File: config.mk
export PLATFORM = sky130hd
export DESIGN_NAME = code_entry_ctrl
export DESIGN_NICKNAME = d
export VERILOG_FILES = /design/src/rtl/lockbox_pkg.sv /design/src/rtl/enter_edge_sync.sv /design/src/rtl/code_entry_ctrl.sv
export SDC_FILE = /design/constraint.sdc
export NUM_CORES = 1
export LEC_CHECK = 0
export ABC_CLOCK_PERIOD_IN_PS = 3300
export CORE_MARGIN = 5
export CORE_UTILIZATION = 55
export CTS_CLUSTER_SIZE = 30
export DETAILED_ROUTE_END_ITERATION = 8
export DONT_BUFFER_PORTS = 1
export GPL_TIMING_DRIVEN = 1
export PLACE_DENSITY = 0.7
export SYNTH_ARGS = -nofsm -noshare
export SYNTH_HDL_FRONTEND = slang
export SYNTH_SLANG_ARGS = --single-unit
File: constraint.sdc
create_clock -name CLK -period 3.3 [get_ports CLK]
set_input_delay 0.66 -clock CLK [delete_from_list [all_inputs] [get_ports CLK]]
set_output_delay 0.66 -clock CLK [all_outputs]
set_load 0.03 [all_outputs]
File: src/rtl/lockbox_pkg.sv
// lockbox_pkg: shared digit/code widths, FSM state type and reset code
// for the lock box front end.
package lockbox_pkg;

  localparam int DIGIT_W    = 3;
  localparam int NUM_DIGITS = 3;
  localparam int CODE_W     = DIGIT_W * NUM_DIGITS;

  localparam logic [CODE_W-1:0] DEFAULT_CODE_C = '0;

  typedef enum logic [3:0] {
    ST_ENTER1,
    ST_ENTER2,
    ST_ENTER3,
    ST_CHECK,
    ST_UNLOCKED,
    ST_SET1,
    ST_SET2,
    ST_SET3,
    ST_LOCKOUT
  } code_state_t;

endpackage

File: src/rtl/enter_edge_sync.sv
// enter_edge_sync: two-flop synchronizer plus rising-edge detect.
// Ports: clk, rst_n (async, active-low), btn_i (async level), pulse_o (1 cycle).
module enter_edge_sync (
  input  logic clk,
  input  logic rst_n,
  input  logic btn_i,
  output logic pulse_o
);

  // [0],[1] synchronize; [2] holds the previous synchronized level
  logic [2:0] sync_q;
  logic [2:0] sync_d;

  always_comb begin
    sync_d = {sync_q[1:0], btn_i};
  end

  always_ff @(posedge clk or negedge rst_n) begin
    if (!rst_n) begin
      sync_q <= '0;
    end else begin
      sync_q <= sync_d;
    end
  end

  assign pulse_o = sync_q[1] & ~sync_q[2];

endmodule

File: src/rtl/code_entry_ctrl.sv
// code_entry_ctrl: collects/checks/reprograms the 3-digit lock code.
// Ports: CLK, RST_N, sw, btn_enter, mode_set, match in; set_pass*, en_pass*,
// digit_idx, check_valid, unlocked, lockout, fail_cnt out.
// Build option: define CODE_LOCKOUT_EN for failure counting and timed lockout.
module code_entry_ctrl
  import lockbox_pkg::*;
#(
  parameter int MAX_FAILS      = 3,
  parameter int LOCKOUT_CYCLES = 100_000_000,
  parameter logic [CODE_W-1:0] DEFAULT_CODE = DEFAULT_CODE_C
) (
  input  logic                           CLK,
  input  logic                           RST_N,
  input  logic [DIGIT_W-1:0]             sw,
  input  logic                           btn_enter,
  input  logic                           mode_set,
  input  logic                           match,
  output logic [DIGIT_W-1:0]             set_pass1,
  output logic [DIGIT_W-1:0]             set_pass2,
  output logic [DIGIT_W-1:0]             set_pass3,
  output logic [DIGIT_W-1:0]             en_pass1,
  output logic [DIGIT_W-1:0]             en_pass2,
  output logic [DIGIT_W-1:0]             en_pass3,
  output logic [1:0]                     digit_idx,
  output logic                           check_valid,
  output logic                           unlocked,
  output logic                           lockout,
  output logic [$clog2(MAX_FAILS+1)-1:0] fail_cnt
);

  localparam int FW = $clog2(MAX_FAILS + 1);

  logic enter_p;

  code_state_t state_q, state_d;
  logic [CODE_W-1:0]    en_q, en_d;
  logic [CODE_W-1:0]    set_q, set_d;
  logic [2*DIGIT_W-1:0] stage_q, stage_d;

`ifdef CODE_LOCKOUT_EN
  localparam int CW = $clog2(LOCKOUT_CYCLES + 1);
  logic [FW-1:0] fail_q, fail_d;
  logic [CW-1:0] cnt_q, cnt_d;
`endif

  enter_edge_sync u_sync (
    .clk     (CLK),
    .rst_n   (RST_N),
    .btn_i   (btn_enter),
    .pulse_o (enter_p)
  );

  always_comb begin
    state_d = state_q;
    en_d    = en_q;
    set_d   = set_q;
    stage_d = stage_q;
`ifdef CODE_LOCKOUT_EN
    fail_d  = fail_q;
    cnt_d   = cnt_q;
`endif
    unique case (state_q)
      ST_ENTER1: if (enter_p) begin
        en_d[8:6] = sw;
        state_d   = ST_ENTER2;
      end
      ST_ENTER2: if (enter_p) begin
        en_d[5:3] = sw;
        state_d   = ST_ENTER3;
      end
      ST_ENTER3: if (enter_p) begin
        en_d[2:0] = sw;
        state_d   = ST_CHECK;
      end
      ST_CHECK: begin
        if (match) begin
          state_d = ST_UNLOCKED;
`ifdef CODE_LOCKOUT_EN
          fail_d  = '0;
        end else if (int'(fail_q) + 1 >= MAX_FAILS) begin
          fail_d  = FW'(MAX_FAILS);
          cnt_d   = CW'(LOCKOUT_CYCLES);
          state_d = ST_LOCKOUT;
        end else begin
          fail_d  = fail_q + FW'(1);
          en_d    = '0;
          state_d = ST_ENTER1;
        end
`else
        end else begin
          en_d    = '0;
          state_d = ST_ENTER1;
        end
`endif
      end
      ST_UNLOCKED: if (enter_p) begin
        if (mode_set) begin
          state_d = ST_SET1;
        end else begin
          en_d    = '0;
          state_d = ST_ENTER1;
        end
      end
      ST_SET1: if (enter_p) begin
        stage_d[5:3] = sw;
        state_d      = ST_SET2;
      end
      ST_SET2: if (enter_p) begin
        stage_d[2:0] = sw;
        state_d      = ST_SET3;
      end
      // whole code lands in one edge; no partial code is ever stored
      ST_SET3: if (enter_p) begin
        set_d   = {stage_q, sw};
        state_d = ST_UNLOCKED;
      end
      ST_LOCKOUT: begin
`ifdef CODE_LOCKOUT_EN
        if (cnt_q <= CW'(1)) begin
          cnt_d   = '0;
          fail_d  = '0;
          en_d    = '0;
          state_d = ST_ENTER1;
        end else begin
          cnt_d = cnt_q - CW'(1);
        end
`else
        state_d = ST_ENTER1;
`endif
      end
      default: state_d = ST_ENTER1;
    endcase
  end

  always_ff @(posedge CLK or negedge RST_N) begin
    if (!RST_N) begin
      state_q <= ST_ENTER1;
      en_q    <= '0;
      set_q   <= DEFAULT_CODE;
      stage_q <= '0;
`ifdef CODE_LOCKOUT_EN
      fail_q  <= '0;
      cnt_q   <= '0;
`endif
    end else begin
      state_q <= state_d;
      en_q    <= en_d;
      set_q   <= set_d;
      stage_q <= stage_d;
`ifdef CODE_LOCKOUT_EN
      fail_q  <= fail_d;
      cnt_q   <= cnt_d;
`endif
    end
  end

  always_comb begin
    digit_idx = 2'd0;
    unique case (1'b1)
      (state_q == ST_ENTER1), (state_q == ST_SET1): digit_idx = 2'd1;
      (state_q == ST_ENTER2), (state_q == ST_SET2): digit_idx = 2'd2;
      (state_q == ST_ENTER3), (state_q == ST_SET3): digit_idx = 2'd3;
      default: digit_idx = 2'd0;
    endcase
  end

  assign check_valid = (state_q == ST_CHECK);
  assign unlocked    = (state_q == ST_UNLOCKED) || (state_q == ST_SET1) ||
                       (state_q == ST_SET2)     || (state_q == ST_SET3);

`ifdef CODE_LOCKOUT_EN
  assign lockout  = (state_q == ST_LOCKOUT);
  assign fail_cnt = fail_q;
`else
  assign lockout  = 1'b0;
  assign fail_cnt = '0;
`endif

  assign set_pass1 = set_q[8:6];
  assign set_pass2 = set_q[5:3];
  assign set_pass3 = set_q[2:0];
  assign en_pass1  = en_q[8:6];
  assign en_pass2  = en_q[5:3];
  assign en_pass3  = en_q[2:0];

endmodule
# After elaboration in Yosys (flattened, before gate mapping)
# Cells that the tools add are included.
# W data, S select, Z words.
[op_classes] bitwise=2 n_reduce_logical=17 mux=18 n_eq_ne=16
[op_table] cell="$pmux W4 S8" count=1
[op_table] cell="$mux W4" count=7
[op_table] cell="$mux W9" count=3
[op_table] cell="$pmux W3 S3" count=3
[op_table] cell="$ne A2 B2 Y1 const B" count=9
[op_table] cell="$eq A4 B3 Y1 const B" count=4
[op_table] cell="$reduce_and A5 Y1" count=3
[op_table] cell="$mux W3" count=3
[op_table] cell="$reduce_bool A3 Y1" count=3
[op_table] cell="$eq A4 B2 Y1 const B" count=2
[op_table] cell="$reduce_and A7 Y1" count=1
[op_table] cell="$pmux W2 S3" count=1
[op_table] cell="$reduce_and A2 Y1" count=3
[op_table] cell="$reduce_or A2 Y1" count=3
[op_table] cell="$eq A4 B1 Y1 const B" count=1
[op_table] cell="$logic_not A4 Y1" count=1
[op_table] cell="$logic_or A1 B1 Y1" count=3
[op_table] cell="$and A1 B1 Y1" count=1
[op_table] cell="$not A1 Y1" count=1
[totals] regBits=31 output_inout_bits=25

# Logic depth before layout (Yosys ltp)
# Gate-level depths: netlist (run 1).
[depth] ltp_word=4 mapped_depth=5

# Hierarchy
# Synthesis (run 1) repeated with hierarchy kept, for this count alone.
[unflattened] hier_cells=100 area_unflattened_um2=1308.8
[modules_own_cells] module="code_entry_ctrl" cells_each=96 seq_area_each_um2=675.6 area_each_um2=1219.9 instances=1
[modules_own_cells] module="enter_edge_sync" cells_each=4 seq_area_each_um2=75.1 area_each_um2=88.8 instances=1

# Worst setup path before layout (run 1)
# No wires, ideal clock.
[synth_path] path_type="register to output" startpoint="register state_q[2]" endpoint="output port digit_idx[1]" required_time_ns=2.640 path_stages_with_launch=4 arrival_time_ns=1.243 setup_slack_ns=1.397 path_cell_list="dfrtp_1 -> buf_2 -> and2b_1 -> xnor2_1"
[synth_via] elab_chain_cells=3 word_cells_on_any_way=10 classes_between="eq/ne (5); mux (1); reduce/logical (4)"
[synth_lines] item="start: declaration" line="code_entry_ctrl.sv:35" rtl="code_state_t state_q, state_d;"
[synth_lines] item="start signal: assignment" line="code_entry_ctrl.sv:146" rtl="state_q <= state_d;"
[synth_lines] item="$eq A4 B2 Y1, or another cell as far along" line="code_entry_ctrl.sv:162" rtl="(state_q == ST_ENTER3), (state_q == ST_SET3): digit_idx = 2'd3;"
[synth_lines] item="$reduce_or A2 Y1" line="code_entry_ctrl.sv:159" rtl="unique case (1'b1)"
[synth_lines] item="$pmux W2 S3 *" line="code_entry_ctrl.sv:159"
[synth_lines] item="end: declaration" line="code_entry_ctrl.sv:24" rtl="output logic [1:0] digit_idx,"
# Every way passes the cells marked *; elsewhere a longest branch is shown, timed or not.

# Worst setup path in the final report (run 1)
# Same ends and word-level chain as after synthesis.

==> results of run 1 <==
==> final timing paths <==
| kind | from | endpoint | slack (ns) | cells past startpoint |
|---|---|---|---|---|
| min in group CLK | u_sync.sync_q[0] | u_sync.sync_q[1] | 0.35 | 0 |
| min | RST_N | en_q[8] | 0.14 | 1 |
| max in group asynchronous | RST_N | u_sync.sync_q[1] | 2.99 | 1 |
| min reg2reg | u_sync.sync_q[0] | u_sync.sync_q[1] | 0.35 | 0 |
| max | state_q[2] | digit_idx[1] | 0.78 | 2 |
| max reg2reg | state_q[2] | en_q[2] | 1.32 | 3 |
==> registers in the layout, indices dropped and copies added (netlist names) <==
register / flops
en_q: 9
stage_q: 6
u_sync.sync_q: 3
set_q: 9
state_q: 3
==> routing by layer <==
layer,GRT usage [%],wire [µm],up-vias
met5,0,0,-
met4,6.80,37,0
met3,9.43,289,4
met2,20.9,990,31
met1,18.7,923,380
li1,-,-,347
==> cells in the final DEF (no fill, tap or decap), drive strengths merged <==
cell / n
dfrtp: 30
mux2: 24
clkbuf: 7
nand2: 6
a21oi: 6
o21ai: 5
and2: 3
conb: 3
nor2: 3
xnor2: 2
inv: 2
nor2b: 2
and2b: 1
nand2b: 1
nor3: 1
a31oi: 1
or2b: 1
nand3: 1
o31ai: 1
or3b: 1
a21boi: 1
nor3b: 1
o22ai: 1
clkinv: 1
buf: 1
==> worst max-delay path, stage by stage (launching register included) <==
cell and delay, ns:
dfrtp_1 0.70, and2b_1 0.28, xnor2_1 0.55
==> power by group through the flow <==
stage | Sequential (mW) | Combinational, mW | Clock (mW)
floorplan | 0.696 | 0.384 | 0
global placement | 0.760 | 0.355 | 0
detailed placement | 0.770 | 0.365 | 0
CTS | 0.763 | 0.366 | 0.231
global route | 0.778 | 0.408 | 0.253
finish | 0.760 | 0.370 | 0.223
==> layout make-up <==
type / instances / area (µm²)
Multi-Input combinational cell: 65 / 505
Timing Repair Buffer: 1 / 20.0
Clock inverter: 1 / 5.00
Sequential cell: 30 / 751
Inverter: 2 / 7.51
Fill cell: 189 / 855
Tap cell: 28 / 35.0
Clock buffer: 7 / 55.1
==> per-stage QoR <==
| step | utilization (%) | cells | instance area, µm² | total power, mW |
|---|---|---|---|---|
| after global placement | 58.2 | 125 | 1300 | 1.11 |
| after floorplan | - | 104 | 1310 | 1.08 |
| after detailed placement | 58.2 | 125 | 1300 | 1.14 |
| final | 61.7 | 134 | 1380 | 1.35 |
| after CTS | 60.8 | 133 | 1360 | 1.36 |
| after global routing | 61.7 | 134 | 1380 | 1.44 |
==> kinds of logic (layout without fill, tap and decap cells) <==
logic type	count (synthesis)	after routing	synth area share (%)
flip-flops	30	30	57.7
XOR/XNOR	2	2	1.35
multiplexers	24	24	20.8
buffers and inverters	9	11	3.95
AO/OA/AOI/OAI	15	15	6.83
other	1	3	0.288
AND/OR/NAND/NOR	21	21	9.05
==> results.md, run 1 <==
- register area share after synthesis: 57.7%
- worst-case setup margin in the final layout: 0.781 ns
- floorplan die width: 58.6 µm
- Hold Fails Final Rpt: 0
- worst clock skew on the final layout: 0.00615 ns
- detailed-placement wirelength estimate: 1620 µm
- leakage: 0.633 nW
- CTS hold repair buffers: 0
- class of the most critical setup path: reg -> out
- TritonCTS clock tree: yes
- Sinks on Clock Net: 30
- Async SR Flop Fraction: 100%
- number of flops mapped to enable cells by yosys: 0
- power spent charging and discharging nets: 0.586 mW
- Gates resized, CTS repair: 0
- Area growth syn-to-layout: 6.06%
- post-detailed-route via-to-cell ratio: 5.69
- max capacitance violation total: 0
- post-synth cell types: 26
- clock tree buffer depth: 2
- count of nets left with antenna violations after detail routing: 0
- Yosys reg bits: 30
- net count of the finished layout: 113
- H-Tree Depth: 2
- post-synthesis cell type with the largest combined area: dfrtp_1
- top flip-flop cell by instance count after synthesis: dfrtp_1
- sequential group share of total power: 56.2%
- initial core utilization: 58.2%
- vias in the first global route: 787
- total gr overflow: 0
- floorplan die area: 3440 µm²
- internal power component: 0.768 mW
- clock tree root buffer cell: clkbuf_4
- detailed router's first-iteration violation count: 9
- Clk pin slew, worst setup/hold paths: 0.09 ns
- post-synth top area share: 57.7%
- area of the mapped netlist: 1300 µm²
- summed negative setup slack over all endpoints: 0 ns
- Port-buffer cells: 0
- worst slack at placement: 1.13 ns
- top cell types by occurrence after synthesis: dfrtp_1, mux2_2, a21oi_1, nand2_1, o21ai_0
- standard cell core area: 2230 µm²
- per-instance average area after synthesis: 12.7 µm²
- max-slew violation count: 0
- Switching Fraction: 43.3%
- power density of the placed cells: 982 nW/µm²
- largest net degree at the start of global routing: 31
- Tot GR Track Use: 15.1%
- worst-skew pair later-pin latency: 0.32 ns
- final hold slack: 0.144 ns
- maximum clock frequency: 397 MHz
- actual transition at the worst max-transition pin: 0.676 ns
- signal arrival time at the worst endpoint: 1.86 ns
- highest fanout seen on the critical path: 12
- number of rows in the core area: 17
- worst max-slew margin expressed relative to the limit: 54.6%
- First-pass DRT Iterations: 2
- clock buffers created by TritonCTS: 5
- RD Place Congestion: 0.826
- proportion of power drawn by the clock network: 16.5%
- biggest area contributors in the synthesized netlist: dfrtp_1, mux2_2, a21oi_1
- number of primary I/O pins: 33
- Setup crit end kind: primary output
- Hold/Removal Path Class: in -> async
- fraction of final layout cells sized beyond drive strength 1: 33.0%
- proportion of power drawn by combinational gates: 27.3%
- mean routed wirelength per cell: 16.7 µm
- cell with the most instances after synthesis: dfrtp_1
- count of vias placed by the detailed router: 762
- count of mapped cells out of synthesis: 102
- Setup Fix Bufs, Post-CTS: 0
- number of design rule violations left after detail routing: 0
- shortest period the worst path allows: 2.52 ns
- run status: completed
- Inserted Diodes: 0
- drt total wl: 2240 µm
- Critical Path RT: 2.64 ns
- kind of start point of the critical path: flip-flop
- wire length of the first global-routing pass: 3770 µm
- yosys synthesis warning count: 0
- die boundary height: 58.6 µm
- largest voltage drop on the vdd net: 0.520 mV
- initial antenna violation count: 0
- share of the clock period used by the worst path: 76.3%
- count of endpoints failing setup in the final report: 0
- RSZ-0062 raised after global routing: false
No activity file was read; power rests on OpenSTA's default activity.
==> run 2: changes to the inputs <==
--- a/config.mk
+++ b/config.mk
@@ -5,7 +5,7 @@
 export SDC_FILE = /design/constraint.sdc
 export NUM_CORES = 1
 export LEC_CHECK = 0
-export ABC_CLOCK_PERIOD_IN_PS = 3300
+export ABC_CLOCK_PERIOD_IN_PS = 2420
 export CORE_MARGIN = 5
 export CORE_UTILIZATION = 55
 export CTS_CLUSTER_SIZE = 30
==> constraint.sdc (replaced) <==
create_clock -name CLK -period 2.42 [get_ports CLK]
set_input_delay 0.484 -clock CLK [delete_from_list [all_inputs] [get_ports CLK]]
set_output_delay 0.484 -clock CLK [all_outputs]
set_load 0.03 [all_outputs]
==> results.md, run 2 (synthesized netlist as in run 1, its figures left out) <==
- run status: completed
- Setup Fix Bufs, Post-CTS: 0
- kind of start point of the critical path: flip-flop
- proportion of power drawn by combinational gates: 30.4%
- delay of the slowest cell on the worst path: 0.63 ns
- class of the most critical setup path: reg -> out
- max capacitance violation total: 0
- leading cell types in the layout, fill and taps excluded: dfrtp_1, mux2_2, nand2_1, a21oi_1
- Hold Fails Final Rpt: 0
- sequential group share of total power: 52.9%
- count of vias placed by the detailed router: 773
- fraction of final layout cells sized beyond drive strength 1: 35.5%
- clock buffers created by TritonCTS: 5
- clock tree buffer depth: 2
- leakage: 0.651 nW
- wire length of the first global-routing pass: 4000 µm
- vias in the first global route: 811
- share of the clock period used by the worst path: 82.8%
- shortest period the worst path allows: 2.00 ns
- number of rows in the core area: 17
- power density of the placed cells: 1350 nW/µm²
- H-Tree Depth: 2
- largest registers in the final layout: en_q (9), set_q (9), stage_q (6)
- net count of the finished layout: 117
- Area growth syn-to-layout: 8.85%
- initial antenna violation count: 0
- Critical Path Slowest Stage Cell: dfrtp_1
- Setup crit end kind: primary output
- mean routed wirelength per cell: 17.1 µm
- proportion of power drawn by the clock network: 16.7%
- standard cell core area: 2230 µm²
- internal power component: 1.09 mW
- Inserted Diodes: 0
- critical path cell sequence: and2b_1 > xnor2_1 > buf_4
- clock tree root buffer cell: clkbuf_4
- largest voltage drop on the vdd net: 0.753 mV
- Port-buffer cells: 0
- post-detailed-route via-to-cell ratio: 5.60
- total gr overflow: 0
- floorplan die area: 3440 µm²
- RSZ-0062 raised after global routing: false
- Gates resized, CTS repair: 0
- Hold/Removal Path Class: in -> reg
- worst-skew pair later-pin latency: 0.33 ns
- signal arrival time at the worst endpoint: 1.52 ns
- final hold slack: 0.176 ns
- count of endpoints failing setup in the final report: 0
- summed negative setup slack over all endpoints: 0 ns
- count of nets left with antenna violations after detail routing: 0
- worst clock skew on the final layout: 0.00546 ns
- TritonCTS clock tree: yes
- Switching Fraction: 43.0%
- area of all sequential standard cells: 751 µm²
- initial core utilization: 58.2%
- First-pass DRT Iterations: 4
- Inst Count DP: 128
- die boundary height: 58.6 µm
- CTS hold repair buffers: 2
- floorplan die width: 58.6 µm
- number of design rule violations left after detail routing: 0
- multi-input logic area: 505 µm²
- detailed-placement wirelength estimate: 1620 µm
- worst-case setup margin in the final layout: 0.416 ns
- Power, Total: 1.91 mW
- worst slack at placement: 0.583 ns
- maximum clock frequency: 499 MHz
- number of primary I/O pins: 33
- power spent charging and discharging nets: 0.824 mW
- Critical Path RT: 1.94 ns
- largest net degree at the start of global routing: 31
- drt total wl: 2360 µm
- leading cell type in the layout, fill and taps excluded: dfrtp_1
- detailed router's first-iteration violation count: 13
- Clk pin slew, worst setup/hold paths: 0.10 ns
- non-filler cells, final: 138
- highest fanout seen on the critical path: 15
- filler cell count in the final layout: 181
- Tot GR Track Use: 16.2%
- RD Place Congestion: 0.840
- Sinks on Clock Net: 30
- max-slew violation count: 0
## run 2: cell count changes in the layout (fill, tap and decap cells not counted), sizes merged
cell / previous run / this run
clkbuf: 7 / 6
clkinvlp: 0 / 1
buf: 1 / 4
dlygate4sd3: 0 / 1
## run 2: area by class of cell
type                       count  area share (%)
tap                           28            2.48
sequential                    30            53.1
inverter                       2           0.531
timing repair buffer           5            3.71
multi-input combinational     65            35.7
clock buffer                   6            3.63
clock inverter                 2           0.884
## run 2: power by group through the flow
stage	logic [mW]	registers [mW]	clock network, mW
2_1_floorplan	0.523	0.949	0
3_3_place_gp	0.561	1.02	0
3_5_place_dp	0.571	1.03	0
4_1_cts	0.591	1.02	0.334
5_1_grt	0.641	1.04	0.365
6_report	0.582	1.01	0.320
## run 2: worst max-delay path: cells and delay by family, from the launching register on
family | cells | cell delay, ns
buffers and inverters | 1 | 0.18
flip-flops | 1 | 0.63
XOR/XNOR | 1 | 0.13
AND/OR/NAND/NOR | 1 | 0.25
## run 2: final timing paths
| path | depth (start not counted) | start | endpoint | slack, ns |
|---|---|---|---|---|
| hold reg to reg | 0 | u_sync.sync_q[0] | u_sync.sync_q[1] | 0.35 |
| hold / removal | 0 | btn_enter | u_sync.sync_q[0] | 0.18 |
| setup / recovery | 3 | state_q[0] | digit_idx[1] | 0.42 |
| max in group asynchronous | 2 | RST_N | set_q[4] | 1.67 |
| setup reg to reg | 3 | state_q[0] | en_q[2] | 0.57 |
| min in group asynchronous | 2 | RST_N | state_q[0] | 0.59 |
## run 2: layer usage
layer,track usage [%],vias up,part of all wire [%]
li1,-,358,-
met1,19.0,373,42
met2,23.4,36,44
met3,10.3,6,13
met4,6.80,0,1.7
met5,0,-,0
## run 2: through the flow
step,instance area [µm²],util [%]
2_1_floorplan,1310,-
3_3_place_gp,1320,59.2
3_5_place_dp,1320,59.2
4_1_cts,1420,63.4
5_1_grt,1420,63.4
6_report,1420,63.4
==> run 3: changes to the inputs <==
--- a/config.mk
+++ b/config.mk
@@ -5,7 +5,7 @@
 export SDC_FILE = /design/constraint.sdc
 export NUM_CORES = 1
 export LEC_CHECK = 0
-export ABC_CLOCK_PERIOD_IN_PS = 2420
+export ABC_CLOCK_PERIOD_IN_PS = 1950
 export CORE_MARGIN = 5
 export CORE_UTILIZATION = 55
 export CTS_CLUSTER_SIZE = 30
==> constraint.sdc (replaced) <==
create_clock -name CLK -period 1.95 [get_ports CLK]
set_input_delay 0.39 -clock CLK [delete_from_list [all_inputs] [get_ports CLK]]
set_output_delay 0.39 -clock CLK [all_outputs]
set_load 0.03 [all_outputs]
==> results.md, run 3 (synthesized netlist as in run 1, its figures left out) <==
- run status: completed
- wire length of the first global-routing pass: 4080 µm
- signal arrival time at the worst endpoint: 1.99 ns
- leading cell types in the layout, fill and taps excluded: dfrtp_1, mux2_2, nand2_1, a21oi_1
- clock buffers created by TritonCTS: 5
- clock tree buffer depth: 2
- mean routed wirelength per cell: 17.1 µm
- highest fanout seen on the critical path: 10
- First-pass DRT Iterations: 4
- CP Buf/Inv Count: 0
- power density of the placed cells: 1740 nW/µm²
- met2 usage: 23.9%
- floorplan die area: 3440 µm²
- source of the worst register-to-register timing path: state_q[1]
- Setup Fix Bufs, Post-CTS: 0
- Hold/Removal Path Class: in -> reg
- die boundary height: 58.6 µm
- Tot GR Track Use: 16.2%
- critical path cell sequence: or3b_4 > a21oi_1 > mux2_2
- Critical Path RT: 2.16 ns
- vias in the first global route: 848
- worst clock skew on the final layout: 0.00658 ns
- H-Tree Depth: 2
- Inserted Diodes: 0
- initial antenna violation count: 0
- max-slew violation count: 0
- CTS hold repair buffers: 2
- Port-buffer cells: 0
- Power, Total: 2.51 mW
- number of rows in the core area: 17
- largest delay contributor family on the critical path: flip-flops
- detailed-placement wirelength estimate: 1750 µm
- maximum clock frequency: 564 MHz
- Area growth syn-to-layout: 11.4%
- initial core utilization: 58.2%
- largest registers in the final layout: en_q (9), set_q (9), stage_q (6)
- origin of the worst setup path: state_q[1]
- kind of start point of the critical path: flip-flop
- standard cell core area: 2230 µm²
- Sinks on Clock Net: 30
- total gr overflow: 0
- busiest grt layer: met2
- RD Place Congestion: 0.792
- fraction of final layout cells sized beyond drive strength 1: 36.0%
- shortest period the worst path allows: 1.77 ns
- met3 GRT Util: 10.5%
- count of nets left with antenna violations after detail routing: 0
- Critical Path Slowest Stage Cell: dfrtp_1
- leading cell type in the layout, fill and taps excluded: dfrtp_1
- number of primary I/O pins: 33
- detailed router's first-iteration violation count: 7
- post-detailed-route via-to-cell ratio: 5.58
- delay of the slowest cell on the worst path: 0.47 ns
- max capacitance violation total: 0
- TritonCTS clock tree: yes
- Gates resized, CTS repair: 0
- count of endpoints failing setup in the final report: 0
- net count of the finished layout: 119
- count of vias placed by the detailed router: 775
- clock tree root buffer cell: clkbuf_4
- met1 global-route usage: 17.8%
- Hold Fails Final Rpt: 0
- worst-skew pair later-pin latency: 0.33 ns
- drt total wl: 2380 µm
- summed negative setup slack over all endpoints: 0 ns
- RSZ-0062 raised after global routing: false
- floorplan die width: 58.6 µm
- share of the clock period used by the worst path: 91.0%
- class of the most critical setup path: reg -> reg
- largest net degree at the start of global routing: 31
- Clk pin slew, worst setup/hold paths: 0.09 ns
- Setup crit end kind: flip-flop
- number of design rule violations left after detail routing: 0
- largest voltage drop on the vdd net: 1.23 mV
- leakage: 0.672 nW
- hold_sp: btn_enter
run 3: cell count changes in the layout (fill, tap and decap cells not counted):
cell,change
buf_4,+2
bufinv_16,+1
clkinv_2,-1
clkinvlp_4,-1
run 3: final timing paths:
check	cells after the start	endpoint	slack (ns)
setup / recovery	3	en_q[0]	0.18
hold / removal	0	u_sync.sync_q[0]	0.09
setup reg to reg	3	en_q[0]	0.18
hold reg to reg	0	u_sync.sync_q[1]	0.36
max in group asynchronous	2	state_q[2]	1.28
min in group asynchronous	2	en_q[2]	0.50
run 3: layer usage:
| layer | part of all wire, % | up-vias | routed length [µm] |
|---|---|---|---|
| met5 | 0 | - | 0 |
| met4 | 1.6 | 0 | 38 |
| met3 | 12 | 7 | 282 |
| met2 | 46 | 34 | 1090 |
| met1 | 41 | 376 | 968 |
| li1 | - | 358 | - |
run 3: layout make-up:
| class | count | area [µm²] |
|---|---|---|
| well taps | 28 | 35.0 |
| clock inverters | 1 | 30.0 |
| clock buffers | 6 | 51.3 |
| flip-flops and latches | 30 | 751 |
| fillers | 177 | 786 |
| inverters | 2 | 7.51 |
| multi-input cells | 65 | 505 |
| repair buffers | 7 | 67.6 |
run 3: worst reg2reg max path, stage by stage, from the launching register on:
cell	delay [ns]
dfrtp_1	0.47
or3b_4	0.46
a21oi_1	0.35
mux2_2	0.39
run 3: power breakdown:
part	internal (mW)	leakage [nW]	switching, mW	total [mW]
Clock	0.298	0.0443	0.210	0.508
Combinational	0.374	0.240	0.390	0.764
Sequential	0.819	0.388	0.422	1.24
Total	1.49	0.672	1.02	2.51
run 3: per-stage QoR:
stage	instances	util [%]	worst slack, ns	area (µm²)	hold WS (ns)
after global routing	139	64.8	0.102	1450	0.0531
after detailed placement	130	59.8	0.208	1340	0.0951
final	139	64.8	0.176	1450	0.0880
after CTS	139	64.8	0.186	1450	0.0724
after floorplan	104	-	0.317	1310	0.0944
after global placement	130	59.8	0.249	1340	0.0952
